`config.mk`:
```
export PLATFORM = sky130hd
export DESIGN_NAME = aes_key_expansion
export DESIGN_NICKNAME = d
export VERILOG_FILES = /design/src/rtl/aes_pkg.sv /design/src/rtl/aes_sbox.sv /design/src/rtl/aes_key_expansion.sv
export SDC_FILE = /design/constraint.sdc
export NUM_CORES = 2
export LEC_CHECK = 0
export BUFFER_PORTS_ARGS = -buffer_cell sky130_fd_sc_hd__buf_2
export CAP_MARGIN = 20
export CORE_AREA = 2 2 593 595
export CTS_BUF_LIST = sky130_fd_sc_hd__clkbuf_8 sky130_fd_sc_hd__clkbuf_16
export CTS_CLUSTER_DIAMETER = 50
export DETAILED_ROUTE_END_ITERATION = 8
export DIE_AREA = 0 0 595 597
export PLACE_DENSITY = 0.49
export SETUP_SLACK_MARGIN = 0.4
export SYNTH_ARGS = -nofsm -noshare
export SYNTH_HDL_FRONTEND = slang
export SYNTH_SLANG_ARGS = --single-unit
```
`constraint.sdc`:
```
create_clock -name clk -period 3.9 [get_ports clk]
set_input_delay 0 -clock clk [delete_from_list [all_inputs] [get_ports clk]]
set_output_delay 0 -clock clk [all_outputs]
set_load 0.05 [all_outputs]
```
`src/rtl/aes_pkg.sv`:
```
// Shared AES-128 constants and types for the key schedule and round datapath.
package aes_pkg;

    localparam int NR      = 10;              // number of rounds for AES-128
    localparam int RK_W    = 128;             // width of one round key
    localparam int SCHED_W = RK_W * (NR + 1); // rk0..rk10 packed back to back
    localparam int CNT_W   = 4;               // round counter width, holds 0..NR

    // Round constants Rcon[1..10]; index 1 is the leftmost byte.
    localparam logic [1:NR][7:0] RCON = {
        8'h01, 8'h02, 8'h04, 8'h08, 8'h10,
        8'h20, 8'h40, 8'h80, 8'h1b, 8'h36
    };

    typedef enum logic [1:0] {
        IDLE = 2'd0,
        BUSY = 2'd1,
        DONE = 2'd2
    } state_t;

endpackage

```
`src/rtl/aes_sbox.sv`:
```
// Combinational AES forward S-box: one byte in, one substituted byte out.
module aes_sbox (
    input  logic [7:0] a,
    output logic [7:0] y
);

    // Table index 0 is the leftmost byte.
    localparam logic [0:255][7:0] SBOX = {
        8'h63, 8'h7c, 8'h77, 8'h7b, 8'hf2, 8'h6b, 8'h6f, 8'hc5, 8'h30, 8'h01, 8'h67, 8'h2b, 8'hfe, 8'hd7, 8'hab, 8'h76,
        8'hca, 8'h82, 8'hc9, 8'h7d, 8'hfa, 8'h59, 8'h47, 8'hf0, 8'had, 8'hd4, 8'ha2, 8'haf, 8'h9c, 8'ha4, 8'h72, 8'hc0,
        8'hb7, 8'hfd, 8'h93, 8'h26, 8'h36, 8'h3f, 8'hf7, 8'hcc, 8'h34, 8'ha5, 8'he5, 8'hf1, 8'h71, 8'hd8, 8'h31, 8'h15,
        8'h04, 8'hc7, 8'h23, 8'hc3, 8'h18, 8'h96, 8'h05, 8'h9a, 8'h07, 8'h12, 8'h80, 8'he2, 8'heb, 8'h27, 8'hb2, 8'h75,
        8'h09, 8'h83, 8'h2c, 8'h1a, 8'h1b, 8'h6e, 8'h5a, 8'ha0, 8'h52, 8'h3b, 8'hd6, 8'hb3, 8'h29, 8'he3, 8'h2f, 8'h84,
        8'h53, 8'hd1, 8'h00, 8'hed, 8'h20, 8'hfc, 8'hb1, 8'h5b, 8'h6a, 8'hcb, 8'hbe, 8'h39, 8'h4a, 8'h4c, 8'h58, 8'hcf,
        8'hd0, 8'hef, 8'haa, 8'hfb, 8'h43, 8'h4d, 8'h33, 8'h85, 8'h45, 8'hf9, 8'h02, 8'h7f, 8'h50, 8'h3c, 8'h9f, 8'ha8,
        8'h51, 8'ha3, 8'h40, 8'h8f, 8'h92, 8'h9d, 8'h38, 8'hf5, 8'hbc, 8'hb6, 8'hda, 8'h21, 8'h10, 8'hff, 8'hf3, 8'hd2,
        8'hcd, 8'h0c, 8'h13, 8'hec, 8'h5f, 8'h97, 8'h44, 8'h17, 8'hc4, 8'ha7, 8'h7e, 8'h3d, 8'h64, 8'h5d, 8'h19, 8'h73,
        8'h60, 8'h81, 8'h4f, 8'hdc, 8'h22, 8'h2a, 8'h90, 8'h88, 8'h46, 8'hee, 8'hb8, 8'h14, 8'hde, 8'h5e, 8'h0b, 8'hdb,
        8'he0, 8'h32, 8'h3a, 8'h0a, 8'h49, 8'h06, 8'h24, 8'h5c, 8'hc2, 8'hd3, 8'hac, 8'h62, 8'h91, 8'h95, 8'he4, 8'h79,
        8'he7, 8'hc8, 8'h37, 8'h6d, 8'h8d, 8'hd5, 8'h4e, 8'ha9, 8'h6c, 8'h56, 8'hf4, 8'hea, 8'h65, 8'h7a, 8'hae, 8'h08,
        8'hba, 8'h78, 8'h25, 8'h2e, 8'h1c, 8'ha6, 8'hb4, 8'hc6, 8'he8, 8'hdd, 8'h74, 8'h1f, 8'h4b, 8'hbd, 8'h8b, 8'h8a,
        8'h70, 8'h3e, 8'hb5, 8'h66, 8'h48, 8'h03, 8'hf6, 8'h0e, 8'h61, 8'h35, 8'h57, 8'hb9, 8'h86, 8'hc1, 8'h1d, 8'h9e,
        8'he1, 8'hf8, 8'h98, 8'h11, 8'h69, 8'hd9, 8'h8e, 8'h94, 8'h9b, 8'h1e, 8'h87, 8'he9, 8'hce, 8'h55, 8'h28, 8'hdf,
        8'h8c, 8'ha1, 8'h89, 8'h0d, 8'hbf, 8'he6, 8'h42, 8'h68, 8'h41, 8'h99, 8'h2d, 8'h0f, 8'hb0, 8'h54, 8'hbb, 8'h16
    };

    assign y = SBOX[a];

endmodule

```
`src/rtl/aes_key_expansion.sv`:
```
// Iterative AES-128 key schedule: loads rk0 on start, then produces one
// round key per clock until rk10 is written and finish is raised.
module aes_key_expansion
    import aes_pkg::*;
(
    input  logic               clk,
    input  logic               rst,
    input  logic [RK_W-1:0]    key,
    input  logic               start,
    output logic [SCHED_W-1:0] out,
    output logic               finish
);

    state_t           state;
    state_t           state_nxt;
    logic [CNT_W-1:0] cnt;        // index of the round key written next
    logic [RK_W-1:0]  key_q;      // key the current schedule belongs to
    logic [RK_W-1:0]  prev_rk;    // most recently written round key
    logic [RK_W-1:0]  next_rk;
    logic             key_new;
    logic             load;
    logic             step;

    logic [31:0] w0, w1, w2, w3;
    logic [31:0] rot_w, sub_w, t_w;
    logic [31:0] n0, n1, n2, n3;
    logic [7:0]  rcon_b;

    assign key_new = (key != key_q);

    // State register.
    always_ff @(posedge clk) begin
        // NOTE: sequential state uses non-blocking assignments so every register
        // samples pre-edge values regardless of statement order.
        if (rst) state <= IDLE;
        else     state <= state_nxt;
    end

    // Next-state logic: a new key in DONE restarts exactly like IDLE.
    always_comb begin
        // NOTE: a default first keeps every path assigned, so no latch is inferred.
        state_nxt = state;
        case (state)
            IDLE:    if (start)                 state_nxt = BUSY;
            BUSY:    if (cnt == CNT_W'(NR))     state_nxt = DONE;
            DONE:    if (start && key_new)      state_nxt = BUSY;
            default:                            state_nxt = IDLE;
        endcase
    end

    // Output/control decode from the current state.
    always_comb begin
        load   = 1'b0;
        step   = 1'b0;
        finish = 1'b0;
        case (state)
            IDLE:    load = start;
            BUSY:    step = 1'b1;
            DONE: begin
                finish = 1'b1;
                load   = start && key_new;
            end
            default: ;
        endcase
    end

    // Round function datapath: rotate, substitute, add Rcon, XOR chain.
    always_comb begin
        {w0, w1, w2, w3} = prev_rk;
        rcon_b = 8'h00;
        if (cnt >= CNT_W'(1) && cnt <= CNT_W'(NR)) rcon_b = RCON[cnt];
        rot_w   = {w3[23:0], w3[31:24]};
        t_w     = sub_w ^ {rcon_b, 24'h000000};
        n0      = w0 ^ t_w;
        n1      = w1 ^ n0;
        n2      = w2 ^ n1;
        n3      = w3 ^ n2;
        next_rk = {n0, n1, n2, n3};
    end

    genvar g;
    for (g = 0; g < 4; g++) begin : g_sbox
        aes_sbox u_sbox (
            .a (rot_w[8*g +: 8]),
            .y (sub_w[8*g +: 8])
        );
    end

    // Schedule storage: load rk0 and clear the rest, or write one slot per step.
    always_ff @(posedge clk) begin
        // NOTE: the schedule register is reset because out is visible to
        // consumers and must read as zero after reset.
        if (rst) begin
            out     <= '0;
            cnt     <= '0;
            key_q   <= '0;
            prev_rk <= '0;
        end else if (load) begin
            out     <= {key, {(SCHED_W-RK_W){1'b0}}};
            key_q   <= key;
            prev_rk <= key;
            cnt     <= CNT_W'(1);
        end else if (step) begin
            for (int i = 1; i <= NR; i++) begin
                if (cnt == CNT_W'(i)) out[SCHED_W-1-RK_W*i -: RK_W] <= next_rk;
            end
            prev_rk <= next_rk;
            cnt     <= cnt + CNT_W'(1);
        end
    end

endmodule

```
==> results.md <==
- Sw power: between 50000 and 60000 uW
- Post-Syn Area: 71600 um2
- Area growth syn-to-layout: 48.6%
- Die width: 595 um
- Setup Viol. Count Final: 0
- FF+latch count, synth: 1542
- Post-Syn Nets: ~9100
- CP max-delay cell: or4b_4
- Startpoint types: flip-flop
- Site Rows: 217
- Leakage: 0.0433 uW
- Vias in the first global route: approximately 73000
- Largest net degree at the start of global routing: approximately 140
- H-tree levels: 4
- Initial Util: about a fifth
- Via density per instance: 5.04
- Share of layout cells above drive strength 1: between 30% and 40%
- CP Capture Type: flip-flop
- Tcrit/Tclk final: between 90% and 100%
- GRT overflow: 0
- Port Buffer Count: about 1500
- Vias: 79900
- Outcome: completed
- Number of CTS-inserted buffers: between 200 and 250
- Cell Int Power: 56100 uW
- Most common cell after layout, fill and taps aside: buf_2
- Routed wire per std cell: about 31 um
- Worst path max stage delay: roughly 520 ps
- DP Area: 93000 um2
- Setup ws final: 272 ps
- # fillers: around 37000
- WP data required: 4630 ps
- Fin nets: around 11000
- WL final: 484 mm
- Final instance area: between 100000 and 150000 um2
- Critical-path cell list: buf_12 > ha_2 > nand2_1 > and3_1 > o21ai_0 > a41oi_2 > and4_1 > or4b_4 > buf_8 > xnor2_4 > buf_12 > xnor2_4 > buf_12 > buf_12 > a21oi_1
- Mean post-synth cell area: about 8.0 um2
- Most used DFF post-synth: dfxtp_1
- Worst skew pair latency: around 960 ps
- CP arrival: ~4400 ps
- Chip height: just under 600 um
- CTS tree: done
- Hold Fails Final Rpt: 0
- Crit path time final: about 3600 ps
- Worst-Margin Slew: 1140 ps
- Worst R2R Setup Slack: between 200 and 300 ps
- Distinct cells, synth: about 100
- Top cell by count, worst path: buf_12
- DIE AREA: 355000 um2
- Worst IR Drop VDD: roughly 0.91 mV
- Ys async rst share: 0%
- Clk slew on worst S/H paths: 50 ps
- Max-cap viol count: 0
- Global-route wire length before repair: 637 mm
- Fin cells: approximately 16000
- DR iter-0 viols: approximately 9000
- Clock Skews: ~120 ps
- Overall power: ~110000 uW
- Commonest cells after routing, fill and taps aside: buf_2 (1538), dfxtp_1 (1517), nand2_1 (1307)
- Total I/O pin count: 1540
- Post-synth EDFFs: 0
- TNS Setup: 0 ps
- Initial antenna violation count: 56
- Clock sink count: 1542
- Combinational power share: about 66%
- RSZ-0062 raised after global routing: true
- Type of the worst setup path: flip-flop to flip-flop
- Sequential fraction of the synthesis area: 43.1%
- TritonRoute pass-1 iters: 6
- Antenna Violating Nets Remaining: 0
- Post-DP HPWL: about 360 mm
- Place WS: -112 ps
- Post-Syn Instances: 8937
- Worst-path fanout max: 8
- Worst rel slew slack: 24.0%
- Root buffer cell: clkbuf_16
- Fmax: between 0.2 and 0.3 GHz
- Worst min-delay path category: input port to flip-flop
- Placed cell count: 15122
- Clock Path Buffers: 4
- Core footprint: 349000 um2
- RD Place Congestion: just over 1
- Power Density: about 1100 nW/um2
- Reg power frac: 15.3%
- Net Sw Frac: around 50%
- DRC: 0
- Ys Warns: 0
- Clock power share: 18.9%
- GRT Total Usage: between 20% and 30%
- Fin. max-slew vios: 0
through the flow:
stage,hold slack [ps],util (%)
after floorplan,136,-
after global placement,301,26.7
after detailed placement,306,26.7
after CTS,0.750,29.8
after global routing,36.9,30.5
final,53.8,30.5
Yosys cell counts (all sizes together), types with 28 or more instances:
| master | count | area share, % |
|---|---|---|
| dfxtp | 1542 | 43 |
| nand2 | 1328 | 7.0 |
| nor2 | 1006 | 5.3 |
| a21oi | 964 | 6.7 |
| clkbuf | 695 | 3.6 |
| o21ai | 506 | 3.5 |
| a211oi | 494 | 5.3 |
| buf | 210 | 1.4 |
| nand3 | 198 | 1.4 |
| xor2 | 149 | 1.8 |
| nor3 | 138 | 0.96 |
| xnor2 | 136 | 1.8 |
| nand2b | 127 | 1.1 |
| nor2b | 121 | 1.1 |
| a31oi | 117 | 1.0 |
| mux2i | 114 | 1.6 |
| ha | 67 | 1.2 |
| inv | 67 | 0.35 |
| and2 | 52 | 0.45 |
| nor4 | 52 | 0.45 |
| a22oi | 50 | 0.52 |
| or3 | 48 | 0.42 |
| o211ai | 46 | 0.48 |
| a311oi | 42 | 0.52 |
| mux4 | 41 | 1.3 |
| or2 | 36 | 0.31 |
| and3 | 31 | 0.27 |
| nand4 | 31 | 0.27 |
| a221oi | 29 | 0.36 |
| nor3b | 28 | 0.29 |
| o22ai | 28 | 0.24 |
layout make-up:
type / count / area (um2) / area share [%]
antenna: 19 / 47.5 / 0.0447
clock inverter: 158 / 1770 / 1.66
inverter: 74 / 318 / 0.299
sequential: 1542 / 30900 / 29.1
clock buffer: 255 / 6070 / 5.70
tap: 4599 / 5750 / 5.41
timing repair buffer: 2782 / 21600 / 20.3
multi-input combinational: 6417 / 39900 / 37.5
kinds of logic after synthesis:
group / after synthesis / synth area share (%)
simple gates: 3240 / 19.7
compound gates: 2629 / 23.1
flops: 1542 / 43.1
buf+inv: 979 / 5.41
xor+xnor: 305 / 4.25
mux: 173 / 3.17
fa+ha+maj: 69 / 1.20
layer usage:
layer / up-vias / GRT usage, % / share of wire [%]
met4: 18 / 14.0 / 6.8
met3: 935 / 5.80 / 8.7
met2: 4326 / 40.7 / 45
met5: - / 0 / 0.024
li1: 35622 / - / -
met1: 38999 / 31.5 / 40
power groups by stage:
stage | Combinational (uW) | Sequential (uW) | Clock [uW]
3_3_place_gp | 65600 | 17700 | 0
4_1_cts | 68700 | 17300 | 21600
5_1_grt | 75800 | 17400 | 22300
2_1_floorplan | 20800 | 17800 | 0
3_5_place_dp | 65100 | 17700 | 0
6_report | 74400 | 17300 | 21300
timing repair:
item | CTS | global route
setup buffers | 51 | 57
resized for setup | 213 | 287
hold endpoints to repair | 361 | 0
cloned | 9 | 20
hold buffers | 155 | 0
setup endpoints to repair | 1284 | 1192
pin swaps | 39 | 82
registers in the layout, summed over array words and instances (netlist names):
| register | cells |
|---|---|
| out | 1408 |
| prev_rk | 128 |
| state | 2 |
| cnt | 4 |
path summary, 6_finish.rpt:
check                                                 to  cells past startpoint                    start
worst max-delay path               out[659]$_SDFFE_PP0P_                     15  prev_rk[8]$_SDFFE_PP0P_
worst min-delay path            prev_rk[44]$_SDFFE_PP0P_                      4                  key[44]
worst max register to register     out[659]$_SDFFE_PP0P_                     15  prev_rk[8]$_SDFFE_PP0P_
worst min register to register     out[274]$_SDFFE_PP0P_                      2    out[274]$_SDFFE_PP0P_
critical path: cells and delay by family (launching register included):
kind                     cells  cell delay, ps
AND/OR/NAND/NOR              4            1080
buffers and inverters        5             760
AO/OA/AOI/OAI                3             550
flip-flops                   1             390
adder cells (fa/ha/maj)      1             350
XOR/XNOR                     2             320
No activity file was read; power rests on OpenSTA's default activity.
